## src/rtl/prio_event_encoder.sv

```systemverilog
// prio_event_encoder: registered priority event encoder.
// Captures rising edges on N request lines into sticky pending bits and
// presents one unmasked pending index at a time on a valid/ready output.
// A pending bit is cleared only when its index is accepted.
// Optional feature macro: PRIO_EVENT_ENCODER_ROUND_ROBIN_EN
//   undefined: fixed priority, highest set index wins.
//   defined:   downward round-robin scan starting at a pointer that moves
//              to just below each accepted index.
module prio_event_encoder #(
    parameter int N = 8,
    localparam int W = (N > 1) ? $clog2(N) : 1
) (
    input  logic         clk,
    input  logic         reset,
    input  logic [N-1:0] req,
    input  logic [N-1:0] mask,
    output logic         y_valid,
    output logic [W-1:0] y,
    input  logic         y_ready,
    output logic         none,
    output logic [N-1:0] pending
);

    typedef enum logic {
        S_IDLE    = 1'b0,
        S_PRESENT = 1'b1
    } state_t;

    state_t         state_q, state_d;
    logic [N-1:0]   req_q, req_d;
    logic [N-1:0]   pending_q, pending_d;
    logic [W-1:0]   y_q, y_d;

    logic [N-1:0]   eligible;
    logic [N-1:0]   clr;
    logic           accept;
    logic [W-1:0]   sel_idx;

    assign eligible = pending_q & ~mask;
    assign none     = ~|eligible;
    assign y_valid  = (state_q == S_PRESENT);
    assign y        = y_q;
    assign pending  = pending_q;
    assign accept   = y_valid && y_ready;

`ifdef PRIO_EVENT_ENCODER_ROUND_ROBIN_EN
    logic [W-1:0] ptr_q, ptr_d;

    // Downward scan from ptr with wrap; the first eligible bit reached wins.
    always_comb begin
        int           pos;
        logic [W-1:0] idx;
        sel_idx = '0;
        // Walk the scan order backwards so the earliest eligible hit is the
        // last one written.
        for (int k = N - 1; k >= 0; k--) begin
            pos = int'(ptr_q) - k;
            if (pos < 0) begin
                pos = pos + N;
            end
            idx = W'(pos);
            if (eligible[idx]) begin
                sel_idx = idx;
            end
        end
    end

    // Move the pointer just below the accepted index, wrapping at 0.
    always_comb begin
        ptr_d = ptr_q;
        if (accept) begin
            ptr_d = (y_q == '0) ? W'(N - 1) : y_q - 1'b1;
        end
    end
`else
    // Fixed priority: ascending scan, so the highest eligible index is the
    // last one written.
    always_comb begin
        sel_idx = '0;
        for (int i = 0; i < N; i++) begin
            if (eligible[i]) begin
                sel_idx = W'(i);
            end
        end
    end
`endif

    // Edge capture: new rising edges set pending bits; an accept clears one.
    always_comb begin
        // NOTE: every combinational output gets a default before any branch,
        // otherwise a path that skips the assignment infers a latch.
        clr = '0;
        if (accept) begin
            clr[y_q] = 1'b1;
        end
        req_d     = req;
        // A set in the same cycle as a clear wins, so no edge is lost.
        pending_d = (pending_q & ~clr) | (req & ~req_q);
    end

    // Presentation FSM: latch an index, hold it stable until accepted.
    always_comb begin
        state_d = state_q;
        y_d     = y_q;
        unique case (state_q)
            S_IDLE: begin
                if (eligible != '0) begin
                    y_d     = sel_idx;
                    state_d = S_PRESENT;
                end
            end
            S_PRESENT: begin
                // No retraction: mask changes and new events wait.
                if (y_ready) begin
                    state_d = S_IDLE;
                end
            end
            default: state_d = S_IDLE;
        endcase
    end

    // State registers with synchronous reset; reset drops any in-flight event.
    always_ff @(posedge clk) begin
        // NOTE: sequential state uses non-blocking assignments so every flop
        // samples the pre-edge values regardless of statement order.
        if (reset) begin
            state_q   <= S_IDLE;
            req_q     <= '0;
            pending_q <= '0;
            y_q       <= '0;
`ifdef PRIO_EVENT_ENCODER_ROUND_ROBIN_EN
            ptr_q     <= W'(N - 1);
`endif
        end else begin
            state_q   <= state_d;
            req_q     <= req_d;
            pending_q <= pending_d;
            y_q       <= y_d;
`ifdef PRIO_EVENT_ENCODER_ROUND_ROBIN_EN
            ptr_q     <= ptr_d;
`endif
        end
    end

endmodule

```

## config.mk

```make
export PLATFORM = sky130hd
export DESIGN_NAME = prio_event_encoder
export DESIGN_NICKNAME = d
export VERILOG_FILES = /design/src/rtl/prio_event_encoder.sv
export SDC_FILE = /design/constraint.sdc
export NUM_CORES = 1
export LEC_CHECK = 0
export CORE_MARGIN = 4
export CORE_UTILIZATION = 45
export DETAILED_ROUTE_END_ITERATION = 8
export MAX_ROUTING_LAYER = met4
export PLACE_DENSITY = 0.81
export SKIP_LAST_GASP = 1
export SYNTH_ARGS = -nofsm -noshare
export SYNTH_HDL_FRONTEND = slang
export SYNTH_SLANG_ARGS = --single-unit
```

## constraint.sdc

```tcl
create_clock -name clk -period 3.63 [get_ports clk]
set_clock_uncertainty 0.2 [all_clocks]
set_input_delay 0.726 -clock clk [delete_from_list [all_inputs] [get_ports clk]]
set_output_delay 0.726 -clock clk [all_outputs]
set_load 0.01 [all_outputs]
```

== Yosys cells after proc, flatten, opt, wreduce, memory -nomap -nowiden ==
Index checks and enable logic that the tools add are counted.

* Register bits: 20
* Bits of input ports: 19
* Word-level logic and storage cells: 33

* Order comparisons: 2
* Mux-type cells: 13
* Bitwise logic cells: 8
* Reductions and logical operators: 6

{| class="wikitable"
|+ Operator list
! cell !! number
|-
| $and A8 B8 Y8 || 3
|-
| $not A8 Y8 || 3
|-
| $mux W3 || 4
|-
| $mux W8 || 1
|-
| $or A8 B8 Y8 || 1
|-
| $reduce_bool A8 Y1 || 1
|-
| $reduce_or A8 Y1 || 1
|-
| $lt A3 B4 Y1 const B || 1
|-
| $mux W1 || 4
|-
| $mux W2 || 2
|-
| $demux W1 S3 || 1
|-
| $ge A3 B1 Y1 const B || 1
|-
| $logic_and A1 B1 Y1 || 2
|-
| $pmux W1 S2 || 1
|-
| $reduce_and A2 Y1 || 1
|-
| $logic_not A1 Y1 || 1
|-
| $not A1 Y1 || 1
|}

== Longest topological paths before layout ==
Gate-level depths: netlist of the first run.

* Depth after elaboration: 9
* Gate-level depth with buffers: 4

== Worst setup path after synthesis of the first run ==
OpenSTA, ideal clock, no wires.

* Kind: input -> output
* Start: input mask[2]
* End: output none
* Arrival time: 1295 ps
* Required time: 2704 ps
* Path slack: 1409 ps
* Stages: 3
* Path through: and2b_2 > nor2_1 > and3_4

* Cells in the longest elaborated chain, start to end: 4

{| class="wikitable"
|+ Ends and longest elaborated chain
! item !! RTL line !! RTL
|-
| start: declaration || 16 || <nowiki>input logic [N-1:0] mask,</nowiki>
|-
| $not A8 Y8 || 39 || <nowiki>assign eligible = pending_q & ~mask;</nowiki>
|-
| $and A8 B8 Y8 || 39 ||
|-
| $reduce_or A8 Y1 || 40 || <nowiki>assign none = ~|eligible;</nowiki>
|-
| $logic_not A1 Y1 || 40 ||
|-
| end: declaration || 20 || <nowiki>output logic none,</nowiki>
|}

Every way passes these cells.

== Final worst setup path of the first run ==
Same ends and word-level chain as after synthesis.

==> results of run 1 <==
==> layer usage <==
layer / GRT usage, % / up-vias / routed length [um]
met3: 2.87 / 2 / 115
met5: - / - / 0
met1: 18.1 / 338 / 884
li1: - / 382 / -
met2: 28.4 / 23 / 957
met4: 7.86 / 0 / 19
==> worst max-delay path: cells and delay by family <==
family / cells / cell delay, ps
buffers and inverters: 2 / 990
and+or+nand+nor: 3 / 610
==> final timing paths <==
path / cells after the start / endpoint
worst max-delay path: 5 / none
worst min-delay path: 2 / pending[3]
worst max register to register: 4 / y[0]
worst min register to register: 2 / pending[3]
==> power by group <==
part	leakage [uW]	total [uW]	internal, uW	switching [uW]
clock	0.0000210	128	61.1	66.9
combinational	0.000269	115	70.4	44.4
sequential	0.000167	255	237	17.6
total	0.000456	498	369	129
==> cell usage after synthesis <==
cell type | n | area [um^2]
sky130_fd_sc_hd__o21ai_0 | 8 | 40.0
sky130_fd_sc_hd__o31ai_1 | 2 | 15.0
sky130_fd_sc_hd__clkbuf_8 | 1 | 13.8
sky130_fd_sc_hd__o211ai_1 | 1 | 7.51
sky130_fd_sc_hd__o21bai_1 | 1 | 7.51
sky130_fd_sc_hd__nor2_1 | 2 | 7.51
sky130_fd_sc_hd__clkbuf_1 | 1 | 3.75
sky130_fd_sc_hd__nand2b_4 | 1 | 13.8
sky130_fd_sc_hd__and3_4 | 1 | 11.3
sky130_fd_sc_hd__nand2_1 | 1 | 3.75
sky130_fd_sc_hd__o2111a_2 | 1 | 12.5
sky130_fd_sc_hd__a21o_1 | 1 | 7.51
sky130_fd_sc_hd__a311oi_1 | 1 | 8.76
sky130_fd_sc_hd__nor3_1 | 1 | 5.00
sky130_fd_sc_hd__a21o_2 | 2 | 17.5
sky130_fd_sc_hd__and2_4 | 1 | 8.76
sky130_fd_sc_hd__a41oi_1 | 2 | 17.5
sky130_fd_sc_hd__buf_2 | 1 | 5.00
sky130_fd_sc_hd__nor2b_1 | 9 | 56.3
sky130_fd_sc_hd__a31o_2 | 1 | 8.76
sky130_fd_sc_hd__o31a_1 | 1 | 8.76
sky130_fd_sc_hd__nand3_1 | 2 | 10.0
sky130_fd_sc_hd__a21oi_1 | 10 | 50.1
sky130_fd_sc_hd__and2b_2 | 2 | 17.5
sky130_fd_sc_hd__nand2b_1 | 14 | 87.6
sky130_fd_sc_hd__dfxtp_1 | 20 | 400
sky130_fd_sc_hd__inv_1 | 3 | 11.3
==> area by class of cell <==
type	instances	area share (%)
sequential	20	33.0
timing repair buffer	31	25.6
multi-input combinational	65	34.9
inverter	3	0.929
tap	25	2.58
clock buffer	4	2.99
==> state kept, by name, indices dropped and copies added, names as in the netlist <==
| register | flops |
|---|---|
| req_q | 8 |
| y | 3 |
| y_valid | 1 |
| pending | 8 |
==> kinds of logic after synthesis <==
family	Yosys count	share of synthesized area, %
and+or+nand+nor	34	25.8
AOI/OAI and AO/OA	31	23.5
buffers and inverters	6	3.94
DFF	20	46.7
==> cell usage in the layout (no fill, tap or decap), types with 2 or more instances in the layout <==
cell type and instances:
sky130_fd_sc_hd__clkdlybuf4s50_1 31, sky130_fd_sc_hd__dfxtp_1 20, sky130_fd_sc_hd__nand2b_1 14, sky130_fd_sc_hd__a21oi_1 10
sky130_fd_sc_hd__nor2b_1 9, sky130_fd_sc_hd__o21ai_0 8, sky130_fd_sc_hd__inv_1 3, sky130_fd_sc_hd__clkbuf_4 3
sky130_fd_sc_hd__and2b_2 2, sky130_fd_sc_hd__nor2_1 2, sky130_fd_sc_hd__a21o_2 2, sky130_fd_sc_hd__a41oi_1 2
sky130_fd_sc_hd__nand3_1 2, sky130_fd_sc_hd__o31ai_1 2
==> stage by stage <==
step / setup slack (ps) / hold slack [ps] / area [um^2]
after floorplan: 1410 / 262 / 857
after global placement: 402 / 270 / 1180
after detailed placement: 354 / 276 / 1180
after CTS: 357 / 293 / 1210
after global routing: 313 / 316 / 1210
final: 369 / 290 / 1210
==> report_table.html, run 1 <==
<table>
<tr><th>Metric</th><th>Value</th></tr>
<tr><th colspan="2">Outcome</th></tr>
<tr><td>Outcome</td><td>complete, no violations</td></tr>
<tr><th colspan="2">Die</th></tr>
<tr><td>Cell row count</td><td>15</td></tr>
<tr><td>Die boundary height</td><td>51.6 um</td></tr>
<tr><td>Io pins</td><td>32</td></tr>
<tr><td>Overall die area</td><td>approximately 2700 um^2</td></tr>
<tr><td>Horizontal extent of the die</td><td>51.6 um</td></tr>
<tr><td>Initial core utilization</td><td>around 49%</td></tr>
<tr><td>Core ar.</td><td>1760 um^2</td></tr>
<tr><th colspan="2">Run</th></tr>
<tr><td>Max-cap violations</td><td>0</td></tr>
<tr><th colspan="2">Setup path</th></tr>
<tr><td>Slowest Stage Delay on Critical Path</td><td>around 530 ps</td></tr>
<tr><td>Setup crit start kind</td><td>primary input</td></tr>
<tr><td>CP max-delay cell</td><td>sky130_fd_sc_hd__clkdlybuf4s50_1</td></tr>
<tr><td>Required time at the endpoint of the critical path</td><td>around 2700 ps</td></tr>
<tr><td>Startpoint-to-endpoint class of the critical path</td><td>primary input to primary output</td></tr>
<tr><td>Maximum net fanout on the critical path</td><td>3</td></tr>
<tr><td>Beginning of the worst register-to-register path</td><td>pending[0]</td></tr>
<tr><td>Crit path DAT</td><td>~2300 ps</td></tr>
<tr><td>Worst Setup SP</td><td>mask[2]</td></tr>
<tr><td>CP Cell Sequence</td><td>clkdlybuf4s50_1, and2b_2, nor2_1, and3_4, clkdlybuf4s50_1</td></tr>
<tr><td>Most frequent cell on the critical path</td><td>sky130_fd_sc_hd__clkdlybuf4s50_1</td></tr>
<tr><td>Setup slack of the most critical reg-to-reg path</td><td>~2200 ps</td></tr>
<tr><td>Endpoint kind of the worst setup timing path</td><td>primary output</td></tr>
<tr><th colspan="2">Min path</th></tr>
<tr><td>Worst hold path type</td><td>flip-flop to flip-flop</td></tr>
<tr><td>Start point of the worst min-delay path</td><td>req_q[3]</td></tr>
<tr><th colspan="2">STA</th></tr>
<tr><td>Final worst-path cycle share</td><td>around nine tenths</td></tr>
<tr><td>Worst slew slack as a fraction of its limit</td><td>a little over half</td></tr>
<tr><td>Final hold viol count</td><td>0</td></tr>
<tr><td>Final-report max-slew violation count</td><td>0</td></tr>
<tr><td>Setup repair after global routing missed its margin</td><td>no</td></tr>
<tr><td>Final min period</td><td>between 3000 and 4000 ps</td></tr>
<tr><td>Final count of negative-setup-slack endpoints</td><td>0</td></tr>
<tr><td>Highest achievable clock rate</td><td>~310 MHz</td></tr>
<tr><td>Pin slew with the least headroom to its limit</td><td>699 ps</td></tr>
<tr><td>TNS Setup</td><td>0 ps</td></tr>
<tr><th colspan="2">Clock network</th></tr>
<tr><td>Number of setup buffers added after CTS</td><td>0</td></tr>
<tr><td>Sink Count</td><td>20</td></tr>
<tr><td>Clock tree from TritonCTS</td><td>yes</td></tr>
<tr><td>Clock root cell</td><td>sky130_fd_sc_hd__clkbuf_4</td></tr>
<tr><td>Insertion delay to the later sink of the worst-skew pair</td><td>290 ps</td></tr>
<tr><td>Maximum level of the CTS H-tree</td><td>1</td></tr>
<tr><td>Cells resized by post-CTS repair</td><td>0</td></tr>
<tr><td>CTS Hold Bufs</td><td>0</td></tr>
<tr><td>Clock buffer depth</td><td>2</td></tr>
<tr><td>Clock transition at the register clock pins on the worst setup and hold paths after CTS</td><td>between 100 and 150 ps</td></tr>
<tr><td>Number of buffers created by CTS</td><td>3</td></tr>
<tr><th colspan="2">Route</th></tr>
<tr><td>DRC violations left</td><td>0</td></tr>
<tr><td>First DRT Iteration DRCs</td><td>11</td></tr>
<tr><td>Number of nets with antenna violations after routing</td><td>0</td></tr>
<tr><td>Wire per inst</td><td>about 13 um</td></tr>
<tr><td>Iteration count of the initial detailed-routing pass</td><td>4</td></tr>
<tr><td>Total number of vias</td><td>approximately 750</td></tr>
<tr><td>Wire length after detailed routing</td><td>about 2000 um</td></tr>
<tr><td>Vias per std cell</td><td>5.03</td></tr>
<tr><th colspan="2">Final layout</th></tr>
<tr><td>Storage cell area</td><td>between 400 and 500 um^2</td></tr>
<tr><td>Layout-stage area growth over the synthesis result</td><td>41.5%</td></tr>
<tr><td>Multi-input gate area</td><td>423 um^2</td></tr>
<tr><td>Number of diodes</td><td>0</td></tr>
<tr><td>Final Instance Count excl. Fillers</td><td>148</td></tr>
<tr><td>Fraction of final layout cells with drive strength greater than 1</td><td>a little over a tenth</td></tr>
<tr><td>Total number of nets in the final design</td><td>around 140</td></tr>
<tr><td>Final core utilization</td><td>approximately 70%</td></tr>
<tr><td>Fillers</td><td>~160</td></tr>
<tr><th colspan="2">Synth</th></tr>
<tr><td>Warnings, synthesis</td><td>0</td></tr>
<tr><td>Post-Syn Area per Cell</td><td>around 9.4 um^2</td></tr>
<tr><td>Portion of the post-synthesis area used by sequential elements</td><td>between 40% and 50%</td></tr>
<tr><td>Cell area after technology mapping</td><td>857 um^2</td></tr>
<tr><td>Post-Synthesis Net Count</td><td>110</td></tr>
<tr><td>Post-synthesis sequential element count</td><td>20</td></tr>
<tr><td>Synth unique cells</td><td>27</td></tr>
<tr><td>Synthesized netlist cell count</td><td>91</td></tr>
<tr><th colspan="2">Placement</th></tr>
<tr><td>Placed cells</td><td>~140</td></tr>
<tr><td>HPWL after detailed placement</td><td>around 1500 um</td></tr>
<tr><td>Final estimated routing congestion in global placement</td><td>around 0.75</td></tr>
<tr><td>IO buf count</td><td>31</td></tr>
<tr><th colspan="2">Global route</th></tr>
<tr><td>Initial antenna violation count</td><td>0</td></tr>
<tr><td>Overall track demand over capacity in global routing</td><td>between 15 and 20%</td></tr>
<tr><td>Largest net degree at the start of global routing</td><td>21</td></tr>
<tr><td>First-pass GRT wire length</td><td>around 3100 um</td></tr>
<tr><td>Gr ovfl total</td><td>0</td></tr>
<tr><td>Vias in the first global route</td><td>just over 700</td></tr>
<tr><th colspan="2">Pwr</th></tr>
<tr><td>Leakage power figure</td><td>0.000456 uW</td></tr>
<tr><td>Post-layout total power</td><td>~500 uW</td></tr>
<tr><td>Worst supply voltage drop on vdd</td><td>around 0.00026 V</td></tr>
<tr><td>Ratio of total power to cell area</td><td>410 nW/um^2</td></tr>
</table>
Note: power is estimated with default switching activity, not from simulation.
==> run 2: changes to the inputs <==
CORE_UTILIZATION = 42   (was 45)
PLACE_DENSITY = 0.77   (was 0.81)
clock period = 3.08 ns   (was 3.63 ns; I/O delays follow)
==> run 2 against run 1 <==
  * Utilization decreased by 5.7 points
  * Clock power decreased by 7%
  * Hold slack got worse by 1.3 ps
  * Largest cell class unchanged
  * Combinational power increased by 21%
  * Largest power group unchanged
  * Via count increased by 3.5%
==> report_table.html, run 2 (synthesized netlist as in run 1, its figures left out) <==
<table>
<tr><th>Metric</th><th>Value</th></tr>
<tr><th colspan="2">Die</th></tr>
<tr><td>Initial core utilization</td><td>about 44%</td></tr>
<tr><td>Overall die area</td><td>~2800 um^2</td></tr>
<tr><td>Die boundary height</td><td>roughly 53 um</td></tr>
<tr><td>Core ar.</td><td>roughly 2000 um^2</td></tr>
<tr><td>Io pins</td><td>32</td></tr>
<tr><td>Horizontal extent of the die</td><td>53.2 um</td></tr>
<tr><td>Cell row count</td><td>16</td></tr>
<tr><th colspan="2">Route</th></tr>
<tr><td>First DRT Iteration DRCs</td><td>11</td></tr>
<tr><td>Iteration count of the initial detailed-routing pass</td><td>4</td></tr>
<tr><td>Total number of vias</td><td>a little under 800</td></tr>
<tr><td>Wire length after detailed routing</td><td>1920 um</td></tr>
<tr><td>Wire per inst</td><td>roughly 13 um</td></tr>
<tr><td>Vias per std cell</td><td>approximately 5</td></tr>
<tr><td>DRC violations left</td><td>0</td></tr>
<tr><td>Number of nets with antenna violations after routing</td><td>0</td></tr>
<tr><th colspan="2">Setup path</th></tr>
<tr><td>Beginning of the worst register-to-register path</td><td>pending[3]</td></tr>
<tr><td>Setup crit start kind</td><td>primary input</td></tr>
<tr><td>CP max-delay cell</td><td>sky130_fd_sc_hd__clkdlybuf4s50_1</td></tr>
<tr><td>Setup slack of the most critical reg-to-reg path</td><td>1600 ps</td></tr>
<tr><td>Most frequent cell on the critical path</td><td>sky130_fd_sc_hd__clkdlybuf4s50_1</td></tr>
<tr><td>Cells on worst reg2reg path</td><td>5</td></tr>
<tr><td>Maximum net fanout on the critical path</td><td>4</td></tr>
<tr><td>Startpoint-to-endpoint class of the critical path</td><td>primary input to primary output</td></tr>
<tr><td>Critical path buffers and inverters</td><td>2</td></tr>
<tr><td>Slowest Stage Delay on Critical Path</td><td>530 ps</td></tr>
<tr><td>CP Cell Sequence</td><td>clkdlybuf4s50_1, nand2b_1, o2111a_2, and3_4, clkdlybuf4s50_1</td></tr>
<tr><td>Crit path DAT</td><td>approximately 2200 ps</td></tr>
<tr><td>Endpoint kind of the worst setup timing path</td><td>primary output</td></tr>
<tr><td>Worst Setup SP</td><td>mask[1]</td></tr>
<tr><td>Required time at the endpoint of the critical path</td><td>about 2300 ps</td></tr>
<tr><td>Kind of cell adding the most delay to the critical path</td><td>buffers and inverters</td></tr>
<tr><td>Reg-to-reg critical path endpoint</td><td>y[2]</td></tr>
<tr><th colspan="2">Pwr</th></tr>
<tr><td>Total net switching power</td><td>147 uW</td></tr>
<tr><td>Fraction of power spent switching nets</td><td>between 20% and 30%</td></tr>
<tr><td>Ratio of total power to cell area</td><td>approximately 460 nW/um^2</td></tr>
<tr><td>Internal power contribution</td><td>between 400 and 500 uW</td></tr>
<tr><td>Worst supply voltage drop on vdd</td><td>0.000282 V</td></tr>
<tr><td>Clk pwr share</td><td>about a fifth</td></tr>
<tr><td>Logic pwr share</td><td>about a quarter</td></tr>
<tr><td>Leakage power figure</td><td>approximately 0.00046 uW</td></tr>
<tr><td>Post-layout total power</td><td>between 500 and 600 uW</td></tr>
<tr><td>Fraction of power consumed by sequential logic</td><td>between 50 and 60%</td></tr>
<tr><th colspan="2">STA</th></tr>
<tr><td>Setup repair after global routing missed its margin</td><td>no</td></tr>
<tr><td>Final min period</td><td>about 3000 ps</td></tr>
<tr><td>Final count of negative-setup-slack endpoints</td><td>0</td></tr>
<tr><td>Highest achievable clock rate</td><td>between 300 and 400 MHz</td></tr>
<tr><td>Worst slew slack as a fraction of its limit</td><td>between 70% and 80%</td></tr>
<tr><td>TNS Setup</td><td>0 ps</td></tr>
<tr><td>Final worst-path cycle share</td><td>between 90 and 100%</td></tr>
<tr><td>Pin slew with the least headroom to its limit</td><td>approximately 340 ps</td></tr>
<tr><td>Final hold viol count</td><td>0</td></tr>
<tr><td>Final-report max-slew violation count</td><td>0</td></tr>
<tr><td>Hold slack</td><td>around 290 ps</td></tr>
<tr><th colspan="2">Clock network</th></tr>
<tr><td>Clock transition at the register clock pins on the worst setup and hold paths after CTS</td><td>100 ps</td></tr>
<tr><td>Number of buffers created by CTS</td><td>3</td></tr>
<tr><td>Clock buffer depth</td><td>2</td></tr>
<tr><td>Clock root cell</td><td>sky130_fd_sc_hd__clkbuf_4</td></tr>
<tr><td>Number of setup buffers added after CTS</td><td>0</td></tr>
<tr><td>Clock tree from TritonCTS</td><td>yes</td></tr>
<tr><td>Sink Count</td><td>20</td></tr>
<tr><td>Maximum level of the CTS H-tree</td><td>1</td></tr>
<tr><td>Cells resized by post-CTS repair</td><td>0</td></tr>
<tr><td>Insertion delay to the later sink of the worst-skew pair</td><td>between 200 and 300 ps</td></tr>
<tr><td>CTS Hold Bufs</td><td>0</td></tr>
<tr><th colspan="2">Min path</th></tr>
<tr><td>Start point of the worst min-delay path</td><td>req_q[7]</td></tr>
<tr><td>Hold Path End</td><td>pending[7]</td></tr>
<tr><td>Worst hold path type</td><td>flip-flop to flip-flop</td></tr>
<tr><td>Min-Delay Path Depth</td><td>2</td></tr>
<tr><th colspan="2">Final layout</th></tr>
<tr><td>Total number of nets in the final design</td><td>roughly 150</td></tr>
<tr><td>Leading cell types in the layout, fill and taps excluded</td><td>sky130_fd_sc_hd__clkdlybuf4s50_1 (31), sky130_fd_sc_hd__dfxtp_1 (20), sky130_fd_sc_hd__nand2b_1 (14)</td></tr>
<tr><td>Number of diodes</td><td>0</td></tr>
<tr><td>Layout-stage area growth over the synthesis result</td><td>42.8%</td></tr>
<tr><td>Fraction of final layout cells with drive strength greater than 1</td><td>between 10% and 20%</td></tr>
<tr><td>Fillers</td><td>roughly 170</td></tr>
<tr><td>Commonest non-fill, non-tap cell in the layout</td><td>sky130_fd_sc_hd__clkdlybuf4s50_1</td></tr>
<tr><th colspan="2">Run</th></tr>
<tr><td>Max-cap violations</td><td>0</td></tr>
<tr><th colspan="2">Global route</th></tr>
<tr><td>Largest net degree at the start of global routing</td><td>21</td></tr>
<tr><td>Overall track demand over capacity in global routing</td><td>about 17%</td></tr>
<tr><td>Initial antenna violation count</td><td>0</td></tr>
<tr><td>Gr ovfl total</td><td>0</td></tr>
<tr><td>Vias in the first global route</td><td>765</td></tr>
<tr><td>First-pass GRT wire length</td><td>approximately 3300 um</td></tr>
<tr><th colspan="2">Placement</th></tr>
<tr><td>Final estimated routing congestion in global placement</td><td>0.808</td></tr>
<tr><td>HPWL after detailed placement</td><td>~1500 um</td></tr>
<tr><td>IO buf count</td><td>31</td></tr>
<tr><th colspan="2">Outcome</th></tr>
<tr><td>Outcome</td><td>complete, no violations</td></tr>
</table>
-- run 2: metrics by stage --
step | instance area [um^2] | utilization (%) | cells | setup slack, ps
CTS | 1220 | 63.0 | 152 | 74.6
detailed placement | 1200 | 61.9 | 149 | 76.2
finish | 1220 | 63.0 | 152 | 83.7
global route | 1220 | 63.0 | 152 | 4.50
global placement | 1200 | 61.9 | 149 | 106
floorplan | 857 | - | 91 | 1080
-- run 2: worst max-delay path by stage --
stage / to / depth (start not counted)
after global routing: none / 5
after CTS: none / 5
final: none / 5
after floorplan: none / 3
after global placement: none / 5
after detailed placement: none / 5
-- run 2: final cells by class --
type | instances | area (um^2) | area share (%)
multi-input cells | 65 | 423 | 34.6
flip-flops and latches | 20 | 400 | 32.7
repair buffers | 34 | 333 | 27.2
well taps | 27 | 33.8 | 2.76
clock buffers | 3 | 22.5 | 1.84
inverters | 3 | 11.3 | 0.920
-- run 2: layer usage --
metal	vias up	track usage, %	share of wire (%)
met5	-	-	0
met4	0	8.94	1.6
met3	5	3.38	4.8
met2	26	25.8	47
met1	352	20.6	46
li1	388	-	-
-- run 2: power groups by stage --
stage | Sequential, uW | Combinational (uW) | Clock, uW
global placement | 305 | 137 | 0
floorplan | 306 | 67.1 | 0
CTS | 300 | 140 | 124
global route | 304 | 152 | 139
finish | 300 | 139 | 119
detailed placement | 305 | 139 | 0
-- run 2: worst register-to-register path, stage by stage (launching register included) --
cell and delay [ps]:
sky130_fd_sc_hd__dfxtp_1 370, sky130_fd_sc_hd__nor2b_1 230, sky130_fd_sc_hd__nor2_1 90, sky130_fd_sc_hd__buf_4 140, sky130_fd_sc_hd__a311oi_1 260, sky130_fd_sc_hd__nor3_1 80
==> run 3: changes to the inputs <==
CORE_MARGIN = 10   (was 4)
CORE_UTILIZATION = 38   (was 42)
PLACE_DENSITY = 0.73   (was 0.77)
clock period = 2.5 ns   (was 3.08 ns; I/O delays follow)
==> run 3 against run 2 <==
  * Flip-flop and latch count stayed put
  * Via count is 3.5% higher
  * Worst setup slack worse by 28 ps
  * Sequential power is 23% higher
  * Hold slack worse by 1.4 ps
  * Largest cell class unchanged
  * Sequential share of layout area is 2.3 points lower
  * Combinational power is 32% higher
==> report_table.html, run 3 (synthesized netlist as in run 1, its figures left out) <==
<table>
<tr><th>Metric</th><th>Value</th></tr>
<tr><th colspan="2">Placement</th></tr>
<tr><td>Placed cells</td><td>~160</td></tr>
<tr><td>Final estimated routing congestion in global placement</td><td>roughly 0.84</td></tr>
<tr><td>HPWL after detailed placement</td><td>roughly 1700 um</td></tr>
<tr><td>Pre-CTS setup slack</td><td>-315 ps</td></tr>
<tr><td>IO buf count</td><td>31</td></tr>
<tr><th colspan="2">Setup path</th></tr>
<tr><td>Maximum net fanout on the critical path</td><td>4</td></tr>
<tr><td>Reg-to-reg critical path endpoint</td><td>y[0]</td></tr>
<tr><td>Crit path DAT</td><td>1740 ps</td></tr>
<tr><td>Beginning of the worst register-to-register path</td><td>pending[3]</td></tr>
<tr><td>Cells on worst reg2reg path</td><td>5</td></tr>
<tr><td>Setup slack of the most critical reg-to-reg path</td><td>around 900 ps</td></tr>
<tr><td>Endpoint kind of the worst setup timing path</td><td>primary output</td></tr>
<tr><td>Startpoint-to-endpoint class of the critical path</td><td>primary input to primary output</td></tr>
<tr><td>Setup crit start kind</td><td>primary input</td></tr>
<tr><td>Required time at the endpoint of the critical path</td><td>1800 ps</td></tr>
<tr><th colspan="2">Pwr</th></tr>
<tr><td>Post-layout total power</td><td>roughly 820 uW</td></tr>
<tr><td>Ratio of total power to cell area</td><td>a little over 600 nW/um^2</td></tr>
<tr><td>Worst supply voltage drop on vdd</td><td>between 0.0004 and 0.0005 V</td></tr>
<tr><td>Leakage power figure</td><td>about 0.00051 uW</td></tr>
<tr><th colspan="2">Route</th></tr>
<tr><td>Amount of wire on met2 after detailed routing</td><td>between 1000 and 1500 um</td></tr>
<tr><td>WL met3</td><td>145 um</td></tr>
<tr><td>Number of nets with antenna violations after routing</td><td>0</td></tr>
<tr><td>Wire per inst</td><td>13.7 um</td></tr>
<tr><td>Vias per std cell</td><td>a little under 5</td></tr>
<tr><td>First DRT Iteration DRCs</td><td>28</td></tr>
<tr><td>M1 WL</td><td>971 um</td></tr>
<tr><td>DRC violations left</td><td>0</td></tr>
<tr><td>Uppermost layer routed</td><td>met4</td></tr>
<tr><td>Wire length after detailed routing</td><td>2210 um</td></tr>
<tr><td>Iteration count of the initial detailed-routing pass</td><td>4</td></tr>
<tr><td>Total number of vias</td><td>798</td></tr>
<tr><th colspan="2">Die</th></tr>
<tr><td>Horizontal extent of the die</td><td>~67 um</td></tr>
<tr><td>Io pins</td><td>32</td></tr>
<tr><td>Die boundary height</td><td>67.5 um</td></tr>
<tr><td>Initial core utilization</td><td>between 30% and 40%</td></tr>
<tr><td>Cell row count</td><td>17</td></tr>
<tr><td>Overall die area</td><td>4550 um^2</td></tr>
<tr><td>Core ar.</td><td>roughly 2200 um^2</td></tr>
<tr><th colspan="2">Final layout</th></tr>
<tr><td>Layout-stage area growth over the synthesis result</td><td>53.4%</td></tr>
<tr><td>Fraction of final layout cells with drive strength greater than 1</td><td>between 10% and 20%</td></tr>
<tr><td>Multi-input gate area</td><td>between 400 and 500 um^2</td></tr>
<tr><td>Commonest non-fill, non-tap cell in the layout</td><td>sky130_fd_sc_hd__clkdlybuf4s50_1</td></tr>
<tr><td>Fillers</td><td>between 200 and 250</td></tr>
<tr><td>Leading cell types in the layout, fill and taps excluded</td><td>sky130_fd_sc_hd__clkdlybuf4s50_1 (30), sky130_fd_sc_hd__dfxtp_1 (20), sky130_fd_sc_hd__nand2b_1 (14)</td></tr>
<tr><td>Final Instance Count excl. Fillers</td><td>between 150 and 200</td></tr>
<tr><td>Number of diodes</td><td>0</td></tr>
<tr><td>Total number of nets in the final design</td><td>about 150</td></tr>
<tr><td>Storage cell area</td><td>roughly 400 um^2</td></tr>
<tr><th colspan="2">STA</th></tr>
<tr><td>Setup repair after global routing missed its margin</td><td>no</td></tr>
<tr><td>Post-route setup slack</td><td>about 56 ps</td></tr>
<tr><td>Final hold viol count</td><td>0</td></tr>
<tr><td>Final-report max-slew violation count</td><td>0</td></tr>
<tr><td>Worst slew slack as a fraction of its limit</td><td>77.4%</td></tr>
<tr><td>Final worst-path cycle share</td><td>97.8%</td></tr>
<tr><td>TNS Setup</td><td>0 ps</td></tr>
<tr><td>Highest achievable clock rate</td><td>slightly above 400 MHz</td></tr>
<tr><td>Final min period</td><td>2440 ps</td></tr>
<tr><td>Pin slew with the least headroom to its limit</td><td>~340 ps</td></tr>
<tr><td>Final count of negative-setup-slack endpoints</td><td>0</td></tr>
<tr><th colspan="2">Global route</th></tr>
<tr><td>Initial antenna violation count</td><td>0</td></tr>
<tr><td>Largest net degree at the start of global routing</td><td>20</td></tr>
<tr><td>Gr ovfl total</td><td>0</td></tr>
<tr><td>Overall track demand over capacity in global routing</td><td>10.6%</td></tr>
<tr><td>First-pass GRT wire length</td><td>~3600 um</td></tr>
<tr><td>Vias in the first global route</td><td>about 810</td></tr>
<tr><th colspan="2">Clock network</th></tr>
<tr><td>Clock tree from TritonCTS</td><td>yes</td></tr>
<tr><td>Clock root cell</td><td>sky130_fd_sc_hd__clkbuf_4</td></tr>
<tr><td>Sink Count</td><td>20</td></tr>
<tr><td>Number of buffers created by CTS</td><td>3</td></tr>
<tr><td>Clock buffer depth</td><td>2</td></tr>
<tr><td>Insertion delay to the later sink of the worst-skew pair</td><td>roughly 300 ps</td></tr>
<tr><td>Clock transition at the register clock pins on the worst setup and hold paths after CTS</td><td>between 100 and 150 ps</td></tr>
<tr><td>Maximum level of the CTS H-tree</td><td>1</td></tr>
<tr><th colspan="2">Min path</th></tr>
<tr><td>Start point of the worst min-delay path</td><td>req_q[6]</td></tr>
<tr><td>Hold Path End</td><td>pending[6]</td></tr>
<tr><td>Min-Delay Path Depth</td><td>2</td></tr>
<tr><td>Worst hold path type</td><td>flip-flop to flip-flop</td></tr>
<tr><th colspan="2">Run</th></tr>
<tr><td>Max-cap violations</td><td>0</td></tr>
<tr><th colspan="2">Outcome</th></tr>
<tr><td>Outcome</td><td>complete, no violations</td></tr>
</table>
-- run 3: cell types whose count changed in the layout (fill, tap and decap cells not counted) --
cell                              delta
sky130_fd_sc_hd__nor2_4              +1
sky130_fd_sc_hd__bufinv_16           +1
sky130_fd_sc_hd__buf_4               +7
sky130_fd_sc_hd__clkdlybuf4s15_1     +1
sky130_fd_sc_hd__nor2_1              -1
sky130_fd_sc_hd__clkdlybuf4s50_1     -1
-- run 3: routing by layer --
| metal | global-route usage [%] | up-vias |
|---|---|---|
| met5 | - | - |
| met3 | 4.30 | 2 |
| met2 | 17.3 | 26 |
| met1 | 11.6 | 366 |
| li1 | - | 404 |
| met4 | 3.08 | 0 |
-- run 3: critical path, cell delays in order --
cell,delay (ps)
sky130_fd_sc_hd__clkdlybuf4s50_1,460
sky130_fd_sc_hd__nand2b_4,120
sky130_fd_sc_hd__o2111a_2,240
sky130_fd_sc_hd__and3_4,180
sky130_fd_sc_hd__clkdlybuf4s15_1,230
-- run 3: worst max path at each step --
stage,from,endpoint,cells past startpoint
floorplan,mask[2],none,3
global placement,mask[2],none,5
detailed placement,mask[2],none,5
CTS,mask[4],none,5
global route,mask[4],none,5
finish,mask[4],none,5
-- run 3: timing repair --
item,CTS,global route
setup buffers,0,0
gates resized for setup,2,2
hold endpoints to repair,0,0
hold buffers,0,0
setup endpoints to repair,1,1
-- run 3: report_power, final --
part / internal, uW / switching [uW]
registers: 344 / 25.1
logic: 114 / 70.2
clock network: 162 / 99.9
-- run 3: final cells by class --
class,instances,area share (%)
Multi-Input combinational cell,65,32.7
Sequential cell,20,30.4
Timing Repair Buffer,41,29.3
Tap cell,28,2.66
Clock inverter,1,2.28
Clock buffer,3,1.71
Inverter,3,0.856
-- run 3: per-stage QoR --
stage	instance area, um^2	hold WS (ps)	util (%)
after floorplan	857	262	-
after global placement	1250	271	57.8
after detailed placement	1250	276	57.8
final	1320	287	60.6
after global routing	1320	306	60.6
after CTS	1310	292	60.3
